==> config.mk <==
export PLATFORM = sky130hd
export DESIGN_NAME = pellet_controller
export DESIGN_NICKNAME = d
export VERILOG_FILES = /design/src/rtl/pellet_controller.sv
export SDC_FILE = /design/constraint.sdc
export NUM_CORES = 1
export LEC_CHECK = 0
export ABC_AREA = 1
export CAP_MARGIN = 15
export CORE_MARGIN = 2
export CORE_UTILIZATION = 55
export DETAILED_ROUTE_END_ITERATION = 12
export PLACE_DENSITY = 0.87
export SYNTH_ARGS = -nofsm -noshare
export SYNTH_HDL_FRONTEND = slang
export SYNTH_SLANG_ARGS = --single-unit
==> constraint.sdc <==
create_clock -name clk -period 12.9 [get_ports clk]
set_input_delay 1.935 -clock clk [delete_from_list [all_inputs] [get_ports clk]]
set_output_delay 1.935 -clock clk [all_outputs]
set_load 0.05 [all_outputs]
==> src/rtl/pellet_controller.sv <==
// Pellet bookkeeping, scoring and fright-window producer for the power_pellet link.
// Optional extra-life pulse is built only when PELLET_EXTRA_LIFE_EN is defined.
module pellet_controller #(
  parameter int                      IDX_W          = 6,
  parameter int                      N_PELLETS      = 64,
  parameter logic [(2**IDX_W)-1:0]   POWER_MASK     = 64'h8100_0000_0000_0081,
  parameter int                      FRIGHT_CYCLES  = 16,
  parameter int                      SCORE_W        = 16,
  parameter int                      PELLET_PTS     = 10,
  parameter int                      POWER_PTS      = 50,
  parameter int                      EXTRA_LIFE_PTS = 10000
) (
  input  logic               clk,
  input  logic               reset,
  input  logic               start,
  input  logic               eat_valid,
  input  logic [IDX_W-1:0]   eat_idx,
  output logic               eat_ready,
  input  logic               ghost_eaten,
  output logic               power_pellet,
  output logic               fright_active,
  output logic [SCORE_W-1:0] score,
  output logic [IDX_W:0]     pellets_left,
  output logic               level_clear,
  output logic               extra_life
);

  localparam int CELLS   = 2**IDX_W;
  localparam int TMR_W   = $clog2(FRIGHT_CYCLES + 1);
  localparam int CHAIN_W = 11;
  localparam int SUM_W   = SCORE_W + 12;

  localparam logic [IDX_W:0]       N_P       = (IDX_W+1)'(N_PELLETS);
  localparam logic [CELLS-1:0]     FULL_MAP  = {CELLS{1'b1}} >> (CELLS - N_PELLETS);
  localparam logic [TMR_W-1:0]     FRIGHT_LD = TMR_W'(FRIGHT_CYCLES);
  localparam logic [CHAIN_W-1:0]   CHAIN_MIN = CHAIN_W'(200);
  localparam logic [CHAIN_W-1:0]   CHAIN_MAX = CHAIN_W'(1600);
  localparam logic [SUM_W-1:0]     SCORE_MAX = SUM_W'((2**SCORE_W) - 1);

  if (N_PELLETS > CELLS) begin : g_bad_cells
    $error("N_PELLETS does not fit in IDX_W");
  end
  if (EXTRA_LIFE_PTS >= 2**SCORE_W) begin : g_bad_thr
    $error("EXTRA_LIFE_PTS exceeds score range");
  end

  typedef enum logic [1:0] {S_IDLE, S_PLAY, S_CLEAR} state_t;

  state_t             r_state, w_state_next;
  logic [CELLS-1:0]   r_bitmap, w_bitmap_next;
  logic [IDX_W:0]     r_left, w_left_next;
  logic [TMR_W-1:0]   r_timer, w_timer_next;
  logic [CHAIN_W-1:0] r_chain, w_chain_next;
  logic [CHAIN_W:0]   w_chain_dbl;
  logic [SCORE_W-1:0] r_score, w_score_next;
  logic [SUM_W-1:0]   w_add, w_sum;
  logic               r_eat_ready, r_power, r_fright, r_clear;
  logic               w_hit, w_power, w_ghost, w_clear_pulse;

  always_ff @(posedge clk) begin
    if (reset) r_state <= S_IDLE;
    else       r_state <= w_state_next;
  end

  assign w_chain_dbl = {r_chain, 1'b0};

  // NOTE: every signal gets a default before the case so no path can infer a latch.
  always_comb begin
    w_state_next  = r_state;
    w_bitmap_next = r_bitmap;
    w_left_next   = r_left;
    w_chain_next  = r_chain;
    w_timer_next  = (r_timer != '0) ? r_timer - TMR_W'(1) : '0;
    w_hit         = 1'b0;
    w_power       = 1'b0;
    w_ghost       = 1'b0;
    w_clear_pulse = 1'b0;
    w_add         = '0;
    case (r_state)
      S_IDLE: begin
        if (start) begin
          w_bitmap_next = FULL_MAP;
          w_left_next   = N_P;
          w_state_next  = S_PLAY;
        end
      end
      S_PLAY: begin
        w_hit   = eat_valid && ({1'b0, eat_idx} < N_P) && r_bitmap[eat_idx];
        w_ghost = ghost_eaten && r_fright;
        if (w_hit) begin
          w_bitmap_next[eat_idx] = 1'b0;
          w_left_next            = r_left - (IDX_W+1)'(1);
          w_power                = POWER_MASK[eat_idx];
          w_add                  = w_power ? SUM_W'(POWER_PTS) : SUM_W'(PELLET_PTS);
        end
        if (w_ghost) begin
          w_add        = w_add + SUM_W'(r_chain);
          w_chain_next = (w_chain_dbl > {1'b0, CHAIN_MAX}) ? CHAIN_MAX : w_chain_dbl[CHAIN_W-1:0];
        end
        // A power pellet in the same cycle as a ghost still wins the chain reset.
        if (w_power) begin
          w_chain_next = CHAIN_MIN;
          w_timer_next = FRIGHT_LD;
        end
        if (w_hit && (r_left == (IDX_W+1)'(1))) begin
          w_state_next  = S_CLEAR;
          w_clear_pulse = 1'b1;
        end
      end
      S_CLEAR: begin
        w_timer_next = '0;
        w_chain_next = CHAIN_MIN;
        w_state_next = S_IDLE;
      end
      default: w_state_next = S_IDLE;
    endcase
  end

  assign w_sum        = SUM_W'(r_score) + w_add;
  assign w_score_next = (w_sum > SCORE_MAX) ? SCORE_MAX[SCORE_W-1:0] : w_sum[SCORE_W-1:0];

  // NOTE: the bitmap is a plain register vector, so it is cleared on reset like any other state.
  always_ff @(posedge clk) begin
    if (reset) begin
      r_bitmap    <= '0;
      r_left      <= '0;
      r_timer     <= '0;
      r_chain     <= CHAIN_MIN;
      r_score     <= '0;
      r_eat_ready <= 1'b0;
      r_power     <= 1'b0;
      r_fright    <= 1'b0;
      r_clear     <= 1'b0;
    end else begin
      r_bitmap    <= w_bitmap_next;
      r_left      <= w_left_next;
      r_timer     <= w_timer_next;
      r_chain     <= w_chain_next;
      r_score     <= w_score_next;
      r_eat_ready <= (w_state_next == S_PLAY);
      r_power     <= w_power;
      r_fright    <= (w_timer_next != '0);
      r_clear     <= w_clear_pulse;
    end
  end

`ifdef PELLET_EXTRA_LIFE_EN
  localparam logic [SUM_W-1:0] LIFE_THR = SUM_W'(EXTRA_LIFE_PTS);
  logic r_life_given, r_extra_life, w_life_hit;

  assign w_life_hit = !r_life_given && (SUM_W'(r_score) < LIFE_THR)
                      && (SUM_W'(w_score_next) >= LIFE_THR);

  always_ff @(posedge clk) begin
    if (reset) begin
      r_life_given <= 1'b0;
      r_extra_life <= 1'b0;
    end else begin
      r_extra_life <= w_life_hit;
      if (w_life_hit) r_life_given <= 1'b1;
    end
  end

  assign extra_life = r_extra_life;
`else
  assign extra_life = 1'b0;
`endif

  assign eat_ready     = r_eat_ready;
  assign power_pellet  = r_power;
  assign fright_active = r_fright;
  assign score         = r_score;
  assign pellets_left  = r_left;
  assign level_clear   = r_clear;

endmodule

* Yosys cells after proc, flatten, opt, wreduce, memory -nomap -nowiden
Memories as Yosys holds them, arrays and structs flattened. Cells that the tools add are included.
Storage, ports and cells: memories kept 1, input port bits 11, bits in read-only memories 64, output and inout bits 28, word-level logic and storage cells 71, bits in registers 109
Memory list:
- (no name shown) | depth 64, width 1, read ports 1, clocked after Yosys merged registers in 0, write ports 0, line 93 | w_power = POWER_MASK[eat_idx];
Operators by class: magnitude comparators 4, equality and inequality tests 7, bitwise logic cells 3, multiplexer cells 30, reduce and logical (&&, ||, !) cells 12, add/sub/neg operators 4
Operator list (number):
- $mux 64 | 2
- $pmux 64 s2 | 1
- $mux 28 | 3
- $and 64x64->64 | 1
- $not 64->64 | 1
- $mux 11 | 3
- $add 16x28->28 | 1
- $add 28x11->28 | 1
- $gt 28x16->1 const B | 1
- $pmux 11 s2 | 1
- $mux 16 | 1
- $mux 7 | 2
- $pmux 7 s2 | 1
- $gt 12x11->1 const B | 1
- $mux 6 | 2
- $mux 5 | 2
- $pmux 5 s2 | 1
- $reduce_bool 5->1 | 2
- $eq 7x1->1 const B | 1
- $lt 6x7->1 const B | 1
- $sub 7x1->7 const B | 1
- $bmux 1 s6 | 1
- $demux 1 s6 | 1
- $ge 6x1->1 const B | 1
- 15 further kinds | 27

* Logic depth before layout (Yosys ltp)
Gate-level depths: netlist of run 1.
depth after elaboration 11, depth in mapped cells 36, gate-level depth less buffers 34

* Least setup slack after synthesis of run 1
OpenSTA, ideal clock, no wires.
path kind input port to flip-flop, start in eat_idx[3], end reg r_score[14], in the netlist score[14], data arrival time 5.760 ns, buffers on the path 1, path slack 7.084 ns, library setup time 0.057 ns, cell stages on the path 30, cell sequence buf_2 > inv_2 > nor3_2 > o21ai_1 > nand2_1 > nor2_2 > nand2_4 > nand2_4 > nor2_1 > ha_1 > inv_1 > fa_1 > nor2_1 > inv_1 > a21oi_1 > inv_1 > nor2_1 > a21oi_1 > a211oi_1 > ha_1 > nand2_1 > nor2_1 > inv_1 > o211ai_1 > nand2_1 > nor2_1 > clkinv_1 > o21ai_0 > nand2_1 > inv_1
Between the ends: longest elaborated chain between the ends 11, elaborated cells between the ends (all ways) 14, those cells by class 2 x add/sub; 1 x order compare; 9 x mux; 1 x reduce/logical; 1 x memory
Ends and longest elaborated chain:
- start: declaration | line 17 | input logic [IDX_W-1:0] eat_idx,
- $mem_v2 64x1 or $bmux 1 s6 (tied branches)
- $mux 1, on equally long branches | line 93, 88
- $mux 6 or $logic_and 1x1->1 (tied branches) | line 94, 88
- $mux 6 (*) | line 90 | if (w_hit) begin
- $mux 28 (*) | line 79 | case (r_state)
- $add 28x11->28 | line 97 | w_add = w_add + SUM_W'(r_chain);
- $mux 28 (*) | line 96 | if (w_ghost) begin
- $mux 28 (*) | line 79
- $add 16x28->28 (*) | line 119 | assign w_sum = SUM_W'(r_score) + w_add;
- $gt 28x16->1 | line 120 | assign w_score_next = (w_sum > SCORE_MAX) ? SCORE_MAX[SCORE_W-1:0] : w_sum[SCORE_W-1:0];
- $mux 16 (*) | line 120
- end signal: assignment | line 139 | r_score <= w_score_next;
- end: declaration | line 55 | logic [SCORE_W-1:0] r_score, w_score_next;
Mark *: on every way between the ends. The rest lies on a longest branch, timed or not. The select of a mux whose other input is x is not followed. A chain may end at the register's enable or synchronous reset.

* Worst setup path in the final report of run 1
start in eat_idx[1], end reg r_score[14], in the netlist score[14]
Same word-level chain as after synthesis.

==> results.ini, run 1 <==
[timing]
worst_pin_slew_ps=897.7
period_needed_ps=7035
final-setup-viol-count=0
final.setup.tns_ps=0
hold_viol_final=0
skew_ps=16.33
grt_setup_unrepaired=false
slew_violations=0
max_slew_margin=0.4016
holdWs_ps=485.2
finalCritPeriodShare=0.5453
fmax_mhz=142.1

[final_layout]
final_common_cell=nand2_1
drive_above_1_share=0.05896
final_cells=1001
design.final.nets=892
antenna_cells=0
most-common-layout-cells=nand2_1, dfxtp_1, a21oi_1
n_fill_cell=968
utilization=0.6199
stdcell_area_um2=6371
area.growth.synth_to_final_pct=9.576

[clock_network]
cts_hold_buffers=0
cts_root_buf=clkbuf_8
cts_setup_buffers=0
clk_pin_slew_ps=100
tritoncts=done
cts.path.max_buffers=2
clock_latency_ps=380
cts_htree_levels=3
cts_sinks=106
cts_resized=0
numCtsBuffers=9

[worst_setup_path]
rr_startpoint=r_bitmap[44]
r2r-end=score[14]
worstRegToRegCells=30
rrSetupSlack_ps=8270
worstSetupPathType=in -> reg
crit_path_start_kind=primary input
cp-end-kind=flop
critPathSlowestCell=clkdlybuf4s50_1
worstPathRequired_ps=13220
max_stage_delay_ps=810
critPathMaxFanout=12
arrival_ps=7360

[floorplanning]
num_rows=37
die-width_um=106.8
ios=39
initial_core_util=0.5657
dieArea_um2=11410
die_y_um=106.8
core-area_um2=10280

[route]
ant_nets=0
wl_per_cell_um=13.08
vias=5361
drt_iter0_drc=389
drt_pre_antenna_iters=5
avgViaCountPerCell=5.356
drc=0
totalWireLength_um=13100

[worst_hold_path]
hold_path.class=reg -> reg
min-delay-start=r_bitmap[33]
whs_path_depth=2
whs_endpoint=r_bitmap[33]

[global_routing]
grt_pass1_wl_um=22470
gr-usage-all-layers=0.2396
busiest_layer=met2
grt.met1_usage=0.3205
grt_overflow=0
first_global_vias=4921
grt_use_met2=0.3913
use_met3=0.04316
antenna_found_initial=0
grt_max_degree=85

[yosys]
synth-seq-cells=106
netlist_instances=848
syn_area_um2=5814
synthFlopType=dfxtp_1
syn_avg_cell_area_um2=6.857
ys_warn_count=0
synth_edf_count=0
synthArstFlopShare=0
synth_cell_type_count=47
syn_nets=880
seq_area_frac_synth=0.3650

[power]
peakVddDrop_mv=0.1010
powerDensity_nw_per_um2=132.2
p_leak_nw=2.780

[job]
cap_violations=0

[place]
dpl_cell_area_um2=6118
placed_cells=985
dp_hpwl_um=8716
place.gp.congestion=0.9201
io_buffers=37

[status]
outcome=completed

==> worst max-delay path by stage <==
| stage | from | end |
|---|---|---|
| after CTS | eat_idx[1] | score[14] |
| after global routing | eat_idx[1] | score[14] |
| after detailed placement | eat_idx[1] | score[14] |
| after floorplan | eat_idx[3] | score[14] |
| final | eat_idx[1] | score[14] |
| after global placement | eat_idx[1] | score[14] |
==> logic make-up (layout without fill, tap and decap cells) <==
family	count (synthesis)	after routing	share of synthesized area
fa+ha+maj	21	21	0.04648
compound gates	208	208	0.1883
buf+inv	125	142	0.1005
simple gates	373	373	0.2780
other cells	1	1	0.0006450
flops	106	106	0.3650
xor+xnor	14	14	0.02109
==> cell type report <==
cell class | instances | area (um2) | area share
multi-input cells | 617 | 3110 | 0.4882
clock inverters | 4 | 97.59 | 0.01532
flip-flops and latches | 106 | 2122 | 0.3331
clock buffers | 12 | 155.1 | 0.02435
well taps | 136 | 170.2 | 0.02671
inverters | 86 | 327.8 | 0.05145
repair buffers | 40 | 387.9 | 0.06088
==> through the flow <==
stage	worst slack (ps)	total power, mW
2_1_floorplan	7084	0.5563
3_3_place_gp	5707	0.5905
3_5_place_dp	5578	0.5950
4_1_cts	5921	0.8465
5_1_grt	5141	0.8916
6_report	5865	0.8422
==> cell usage after synthesis (2+ instances only) <==
cell	count	share of area
a211oi_1	4	0.0052
a21oi_1	93	0.080
a31oi_1	3	0.0032
buf_2	4	0.0034
buf_4	8	0.010
buf_6	10	0.019
clkbuf_1	17	0.011
clkinv_1	2	0.0013
dfxtp_1	106	0.36
ha_1	20	0.043
inv_1	79	0.051
inv_2	4	0.0026
nand2_1	245	0.16
nand2_4	3	0.0058
nand3_1	29	0.025
nor2_1	56	0.036
nor2_2	5	0.0054
nor3_1	10	0.0086
nor3_2	9	0.015
o211ai_1	7	0.0090
o21ai_0	21	0.018
o21ai_1	72	0.062
or2_1	3	0.0032
or2_2	3	0.0032
xnor2_1	7	0.011
xor2_1	7	0.011
==> flip-flops by register name, summed over array words and instances (netlist names) <==
signal / cells
level_clear: 1
eat_ready: 1
power_pellet: 1
r_bitmap: 64
r_state: 2
pellets_left: 7
r_chain: 8
fright_active: 1
r_timer: 5
score: 16
==> worst max-delay path: cells and delay by family <==
kind | cells | cell delay (ps)
fa+ha+maj | 3 | 780
buf+inv | 9 | 1670
compound gates | 4 | 700
simple gates | 16 | 2260
==> metal layers <==
layer | vias up | part of all wire
met5 | - | 0
met4 | 0 | 0.020
met3 | 27 | 0.056
met2 | 157 | 0.47
met1 | 2396 | 0.45
li1 | 2781 | -
==> power breakdown <==
group / switching, mW / total, mW / leakage, nW / internal [mW]
Clock: 0.111 / 0.251 / 0.123 / 0.140
Combinational: 0.136 / 0.206 / 1.78 / 0.0695
Sequential: 0.0213 / 0.385 / 0.877 / 0.364
No activity file was read; power rests on OpenSTA's default activity.
==> inputs of run 2 (changes only) <==
==> constraint.sdc (replaced) <==
create_clock -name clk -period 7.1 [get_ports clk]
set_input_delay 1.065 -clock clk [delete_from_list [all_inputs] [get_ports clk]]
set_output_delay 1.065 -clock clk [all_outputs]
set_load 0.05 [all_outputs]
==> results.ini, run 2 (synthesized netlist as in run 1, its figures left out) <==
[timing]
period_needed_ps=6253
hold_viol_final=0  ; unchanged
fin_ws_ps=847.3  ; was 5865 ps
grt_setup_unrepaired=false  ; unchanged
skew_ps=12.79  ; was 16.33 ps
final.setup.tns_ps=0  ; unchanged
max_slew_margin=0.4037  ; was 0.4016
finalCritPeriodShare=0.8807
worst_pin_slew_ps=894.4  ; was 897.7 ps
slew_violations=0  ; unchanged
fmax_mhz=159.9
final-setup-viol-count=0  ; unchanged

[place]
place.gp.congestion=0.9043  ; was 0.9201
dp_hpwl_um=8833  ; was 8716 um
dp_slack_ps=519.7  ; was 5578 ps
dpl_cell_area_um2=6178  ; was 6118 um2
io_buffers=37  ; unchanged
placed_cells=993  ; was 985

[floorplanning]
initial_core_util=0.5657  ; unchanged
ios=39  ; unchanged
die_y_um=106.8  ; unchanged
core-area_um2=10280  ; unchanged
num_rows=37  ; unchanged
die-width_um=106.8  ; unchanged
dieArea_um2=11410  ; unchanged

[clock_network]
cts.path.max_buffers=2  ; unchanged
cts_htree_levels=3  ; unchanged
cts_sinks=106  ; unchanged
clock_latency_ps=380  ; about the same
clk_pin_slew_ps=90  ; was 100 ps
tritoncts=done  ; unchanged
cts_setup_buffers=0  ; unchanged
cts_hold_buffers=0  ; unchanged
cts_resized=0  ; unchanged
numCtsBuffers=9  ; unchanged
cts_root_buf=clkbuf_8  ; unchanged

[worst_setup_path]
r2r-end=score[14]  ; unchanged
cp-end-kind=flop  ; unchanged
rr_startpoint=r_bitmap[44]  ; unchanged
critPathSlowestCell=clkdlybuf4s50_1  ; unchanged
critPathMaxFanout=19  ; was 12
max_stage_delay_ps=980  ; was 810 ps
cpMostUsedCell=nand2_1
worstSetupPathType=in -> reg  ; unchanged
crit_path_start_kind=primary input  ; unchanged
worstRegToRegCells=30  ; unchanged
arrival_ps=6580  ; was 7360 ps
worstPathRequired_ps=7430  ; was 13220 ps
critPathLaunch=eat_idx[0]  ; was eat_idx[1]
rrSetupSlack_ps=2450  ; was 8270 ps

[final_layout]
multi_input_area_um2=3110  ; unchanged
final_common_cell=nand2_1  ; unchanged
antenna_cells=0  ; unchanged
area.growth.synth_to_final_pct=9.210  ; was 9.576%
design.final.nets=900  ; was 892
regMostFlops=r_bitmap  ; unchanged
drive_above_1_share=0.06537  ; was 0.05896
final_cells=1008  ; was 1001
largest_register_ffs=64  ; unchanged
stdcell_area_um2=6350  ; was 6371 um2
n_fill_cell=976  ; was 968
seq_area_um2=2122  ; unchanged
most-common-layout-cells=nand2_1, dfxtp_1, a21oi_1  ; unchanged

[route]
totalWireLength_um=13270  ; was 13100 um
avgViaCountPerCell=5.334  ; was 5.356
vias=5377  ; was 5361
drt_pre_antenna_iters=5  ; unchanged
wl_per_cell_um=13.16  ; was 13.08 um
drt_iter0_drc=340  ; was 389
ant_nets=0  ; unchanged
drc=0  ; unchanged

[global_routing]
grt_pass1_wl_um=22970  ; was 22470 um
gr-usage-all-layers=0.2441  ; was 0.2396
grt_max_degree=85  ; unchanged
first_global_vias=5005  ; was 4921
antenna_found_initial=0  ; unchanged
grt_overflow=0  ; unchanged

[power]
p_switching_mw=0.4872  ; was 0.2690 mW
finalPower_mw=1.422  ; was 0.8422 mW
sw_frac_of_total=0.3426  ; was 0.3194
peakVddDrop_mv=0.2425  ; was 0.1010 mV
p_comb_frac=0.265  ; was 0.244
p_leak_nw=2.784  ; was 2.780 nW
power.internal_mw=0.9350  ; was 0.5732 mW
pwr-share-clk=0.244  ; was 0.298
seqPwrFrac=0.492  ; was 0.458
powerDensity_nw_per_um2=224.0  ; was 132.2 nW/um2

[worst_hold_path]
whs_endpoint=r_bitmap[40]  ; was r_bitmap[33]
whs_path_depth=2  ; unchanged
min-delay-start=r_bitmap[40]  ; was r_bitmap[33]
hold_path.class=reg -> reg  ; unchanged

[status]
outcome=completed  ; unchanged

[job]
cap_violations=0  ; unchanged

run 2: cell types whose count changed in the layout (fill, tap and decap cells not counted), sizes merged:
| cell | previous run | this run |
|---|---|---|
| clkinv | 2 | 3 |
| clkbuf | 12 | 13 |
| bufinv | 3 | 0 |
| buf | 4 | 12 |
run 2: per-stage QoR:
| stage | utilization | hold WS (ps) |
|---|---|---|
| after floorplan | - | 451.2 |
| after global placement | 0.6012 | 461.7 |
| after detailed placement | 0.6012 | 470.2 |
| after CTS | 0.6178 | 482.3 |
| after global routing | 0.6178 | 494.1 |
| final | 0.6178 | 484.9 |
run 2: critical path: cells and delay by family:
kind | cells | cell delay (ps)
buffers and inverters | 8 | 1930
AND/OR/NAND/NOR | 19 | 1820
AO/OA/AOI/OAI | 5 | 960
adder cells (fa/ha/maj) | 3 | 790
run 2: how the worst max path moves through the flow:
stage,endpoint,cells past startpoint
6_report,score[14],35
3_3_place_gp,score[14],35
4_1_cts,score[14],35
2_1_floorplan,score[14],30
5_1_grt,score[14],35
3_5_place_dp,score[14],35
run 2: final cells by class:
type,instances,area share
inverter,86,0.05163
multi-input combinational,617,0.4899
clock buffer,13,0.02502
tap,136,0.02680
timing repair buffer,48,0.07054
clock inverter,2,0.001970
sequential,106,0.3342
run 2: power by group through the flow:
| stage | Combinational [mW] | Clock, mW | Sequential [mW] |
|---|---|---|---|
| 5_1_grt | 0.427 | 0.375 | 0.708 |
| 3_5_place_dp | 0.371 | 0 | 0.712 |
| 6_report | 0.376 | 0.346 | 0.699 |
| 3_3_place_gp | 0.365 | 0 | 0.711 |
| 4_1_cts | 0.375 | 0.352 | 0.699 |
| 2_1_floorplan | 0.276 | 0 | 0.735 |
run 2: per-layer routing:
metal  up-vias  track usage  part of all wire
li1       2787            -                 -
met1      2453       0.3261              0.46
met2       120       0.3999              0.48
met3        17      0.04620             0.048
met4         0      0.07514             0.014
met5         -            0                 0
==> inputs of run 3 (changes only) <==
--- a/config.mk
+++ b/config.mk
@@ -5,7 +5,7 @@
 export SDC_FILE = /design/constraint.sdc
 export NUM_CORES = 1
 export LEC_CHECK = 0
-export ABC_AREA = 1
+export ABC_AREA = 0
 export CAP_MARGIN = 15
 export CORE_MARGIN = 2
 export CORE_UTILIZATION = 55
==> results.ini, run 3 <==
[power]
p_comb_frac=0.326  ; was 0.265
seqPwrFrac=0.457  ; was 0.492
power.internal_mw=1.081  ; was 0.9350 mW
sw_frac_of_total=0.3762  ; was 0.3426
peakVddDrop_mv=0.1556  ; was 0.2425 mV
finalPower_mw=1.733  ; was 1.422 mW
p_switching_mw=0.6520  ; was 0.4872 mW
powerDensity_nw_per_um2=285.2  ; was 224.0 nW/um2
p_leak_nw=2.302  ; was 2.784 nW
pwr-share-clk=0.217  ; was 0.244

[floorplanning]
die_y_um=103.5  ; was 106.8 um
num_rows=36  ; was 37
die-width_um=103.5  ; was 106.8 um
dieArea_um2=10700  ; was 11410 um2
core-area_um2=9684  ; was 10280 um2
ios=39  ; unchanged
initial_core_util=0.5618  ; was 0.5657

[worst_setup_path]
arrival_ps=6720  ; was 6580 ps
cp-end-kind=flop  ; unchanged
critPathMaxFanout=14  ; was 19
critPathLaunch=eat_idx[0]  ; unchanged
crit_path_start_kind=primary input  ; unchanged
crit_chain=clkdlybuf4s50_1 -> buf_4 -> mux4_2 -> a32o_1 -> a211oi_2 -> inv_1 -> o21a_1 -> nand2_1 -> inv_1 -> ha_1 -> a21o_1 -> a21oi_1 -> xor2_1 -> nor2_1 -> ha_1 -> a21oi_1 -> a2bb2oi_1 -> o211ai_1 -> a21o_1 -> a21o_1 -> nand2b_1 -> a21oi_1
max_stage_delay_ps=690  ; was 980 ps
worst-path-buf-inv=4  ; was 8
critPathSlowestCell=clkdlybuf4s50_1  ; unchanged
worstRegToRegCells=20  ; was 30
rrSetupSlack_ps=1920  ; was 2450 ps
worstSetupPathType=in -> reg  ; unchanged
r2r-end=score[8]  ; was score[14]
crit_family=compound AO/OA/AOI/OAI gates  ; was buffers and inverters
worstPathRequired_ps=7330  ; was 7430 ps
rr_startpoint=r_bitmap[7]  ; was r_bitmap[44]

[yosys]
synthTopCellsByArea=dfxtp_1, a311oi_1, nor2_1  ; was dfxtp_1, nand2_1, a21oi_1
yosys-top-cells-count=dfxtp_1, nor2_1, a311oi_1  ; was nand2_1, dfxtp_1, a21oi_1
synthArstFlopShare=0  ; unchanged
synthDominantCellAreaShare=0.3901  ; was 0.3650
synth-seq-cells=106  ; unchanged
syn_nets=623  ; was 880
synthFlopType=dfxtp_1  ; unchanged
synth_edf_count=0  ; unchanged
synth_cell_type_count=67  ; was 47
syn_area_um2=5440  ; was 5814 um2
seq_area_frac_synth=0.3901  ; was 0.3650
yosys.area.top_type=dfxtp_1  ; unchanged
netlist_instances=591  ; was 848
synth.most_common_cell=dfxtp_1  ; was nand2_1
syn_avg_cell_area_um2=9.205  ; was 6.857 um2
ys_warn_count=0  ; unchanged

[global_routing]
first_global_vias=4190  ; was 5005
grt_pass1_wl_um=20110  ; was 22970 um
grt_max_degree=95  ; was 85
antenna_found_initial=0  ; unchanged
grt_overflow=0  ; unchanged
gr-usage-all-layers=0.2387  ; was 0.2441

[clock_network]
cts.path.max_buffers=2  ; unchanged
cts_root_buf=clkbuf_8  ; unchanged
cts_hold_buffers=0  ; unchanged
clk_pin_slew_ps=120  ; was 90 ps
cts_sinks=106  ; unchanged
numCtsBuffers=9  ; unchanged
clock_latency_ps=390  ; was 380 ps
cts_resized=0  ; unchanged
cts_htree_levels=3  ; unchanged
tritoncts=done  ; unchanged
cts_setup_buffers=0  ; unchanged

[timing]
slew_violations=0  ; unchanged
period_needed_ps=6484  ; was 6253 ps
skew_ps=23.15  ; was 12.79 ps
fmax_mhz=154.2  ; was 159.9 MHz
grt_setup_unrepaired=false  ; unchanged
worst_pin_slew_ps=1060  ; was 894.4 ps
max_slew_margin=0.2935  ; was 0.4037
final.setup.tns_ps=0  ; unchanged
hold_viol_final=0  ; unchanged
final-setup-viol-count=0  ; unchanged
finalCritPeriodShare=0.9133  ; was 0.8807

[worst_hold_path]
whs_path_depth=2  ; unchanged
whs_endpoint=score[0]  ; was r_bitmap[40]
min-delay-start=score[0]  ; was r_bitmap[40]
hold_path.class=reg -> reg  ; unchanged

[final_layout]
area.growth.synth_to_final_pct=11.71  ; was 9.210%
largest_register_ffs=64  ; unchanged
design.final.nets=641  ; was 900
regMostFlops=r_bitmap  ; unchanged
stdcell_area_um2=6077  ; was 6350 um2
drive_above_1_share=0.1173  ; was 0.06537
antenna_cells=0  ; unchanged
most-common-layout-cells=dfxtp_1, nor2_1, a311oi_1  ; was nand2_1, dfxtp_1, a21oi_1
final_common_cell=dfxtp_1  ; was nand2_1

[route]
drt_iter0_drc=459  ; was 340
drc=0  ; unchanged
ant_nets=0  ; unchanged
drt_pre_antenna_iters=5  ; unchanged
wl_per_cell_um=17.08  ; was 13.16 um
avgViaCountPerCell=6.261  ; was 5.334
vias=4677  ; was 5377
totalWireLength_um=12760  ; was 13270 um

[status]
outcome=completed  ; unchanged

[place]
io_buffers=37  ; unchanged
dpl_cell_area_um2=5877  ; was 6178 um2
place.gp.congestion=0.9207  ; was 0.9043
dp_hpwl_um=8801  ; was 8833 um

[job]
cap_violations=0  ; unchanged

## run 3: changes by cell type after synthesis, moves of 10 or more
cell / previous run / this run
nor2_1: 56 / 98
nand3_1: 29 / 14
a21oi_1: 93 / 25
mux2i_1: 0 / 10
a311oi_1: 0 / 42
nand2_1: 245 / 17
inv_1: 79 / 22
clkbuf_1: 17 / 27
a211oi_2: 0 / 16
o21ai_0: 21 / 11
o21ai_1: 72 / 0
## run 3: area by class of cell
class / instances / area (um2)
clock buffer: 9 / 123.9
clock inverter: 7 / 76.32
fill: 750 / 3607
inverter: 22 / 82.58
multi-input combinational: 415 / 3005
sequential: 106 / 2122
tap: 133 / 166.4
timing repair buffer: 55 / 500.5
## run 3: cell families after synthesis
group	synth area share
simple gates	0.1656
flops	0.3901
compound gates	0.2424
buf+inv	0.05888
other cells	0.0006893
mux	0.06532
fa+ha+maj	0.04968
xor+xnor	0.02737
## run 3: worst reg2reg max path, stage by stage, from the launching register on
cell	delay [ps]
dfxtp_1	340
mux4_2	480
mux2_4	290
a211oi_2	260
inv_1	80
o21a_1	340
nand2_1	290
inv_1	100
ha_1	280
a21o_1	180
a21oi_1	210
xor2_1	170
nor2_1	60
ha_1	340
a21oi_1	280
a2bb2oi_1	240
o211ai_1	150
a21o_1	180
a21o_1	240
nand2b_1	380
a21oi_1	130
## run 3: worst max path at each step
| stage | to | slack (ps) | cells after the start |
|---|---|---|---|
| global placement | score[0] | 430 | 21 |
| finish | score[8] | 620 | 22 |
| floorplan | score[2] | 1510 | 24 |
| CTS | score[8] | 690 | 22 |
| detailed placement | score[11] | 270 | 22 |
| global route | score[11] | 150 | 23 |
## run 3: per-stage QoR
step	util	worst slack, ps	hold WS, ps	std cells
after floorplan	-	1511	426.0	591
after global placement	0.6068	431.3	435.5	731
after detailed placement	0.6068	272.8	446.1	731
after CTS	0.6275	691.6	465.1	747
after global routing	0.6275	146.0	494.9	747
final	0.6275	615.7	464.2	747
## run 3: power by group through the flow
stage	Clock, mW	Sequential, mW	Combinational (mW)
after floorplan	0	0.833	0.388
after global placement	0	0.797	0.534
after detailed placement	0	0.802	0.557
after CTS	0.383	0.789	0.562
after global routing	0.403	0.804	0.620
final	0.376	0.792	0.565
## run 3: per-layer routing
layer	wire length, um	part of all wire	global-route usage	vias to the layer above
met1	5592	0.44	0.3162	2250
met3	726	0.057	0.04234	32
met4	329	0.026	0.1093	0
li1	-	-	-	2222
met5	0	0	0	-
met2	6109	0.48	0.3806	173
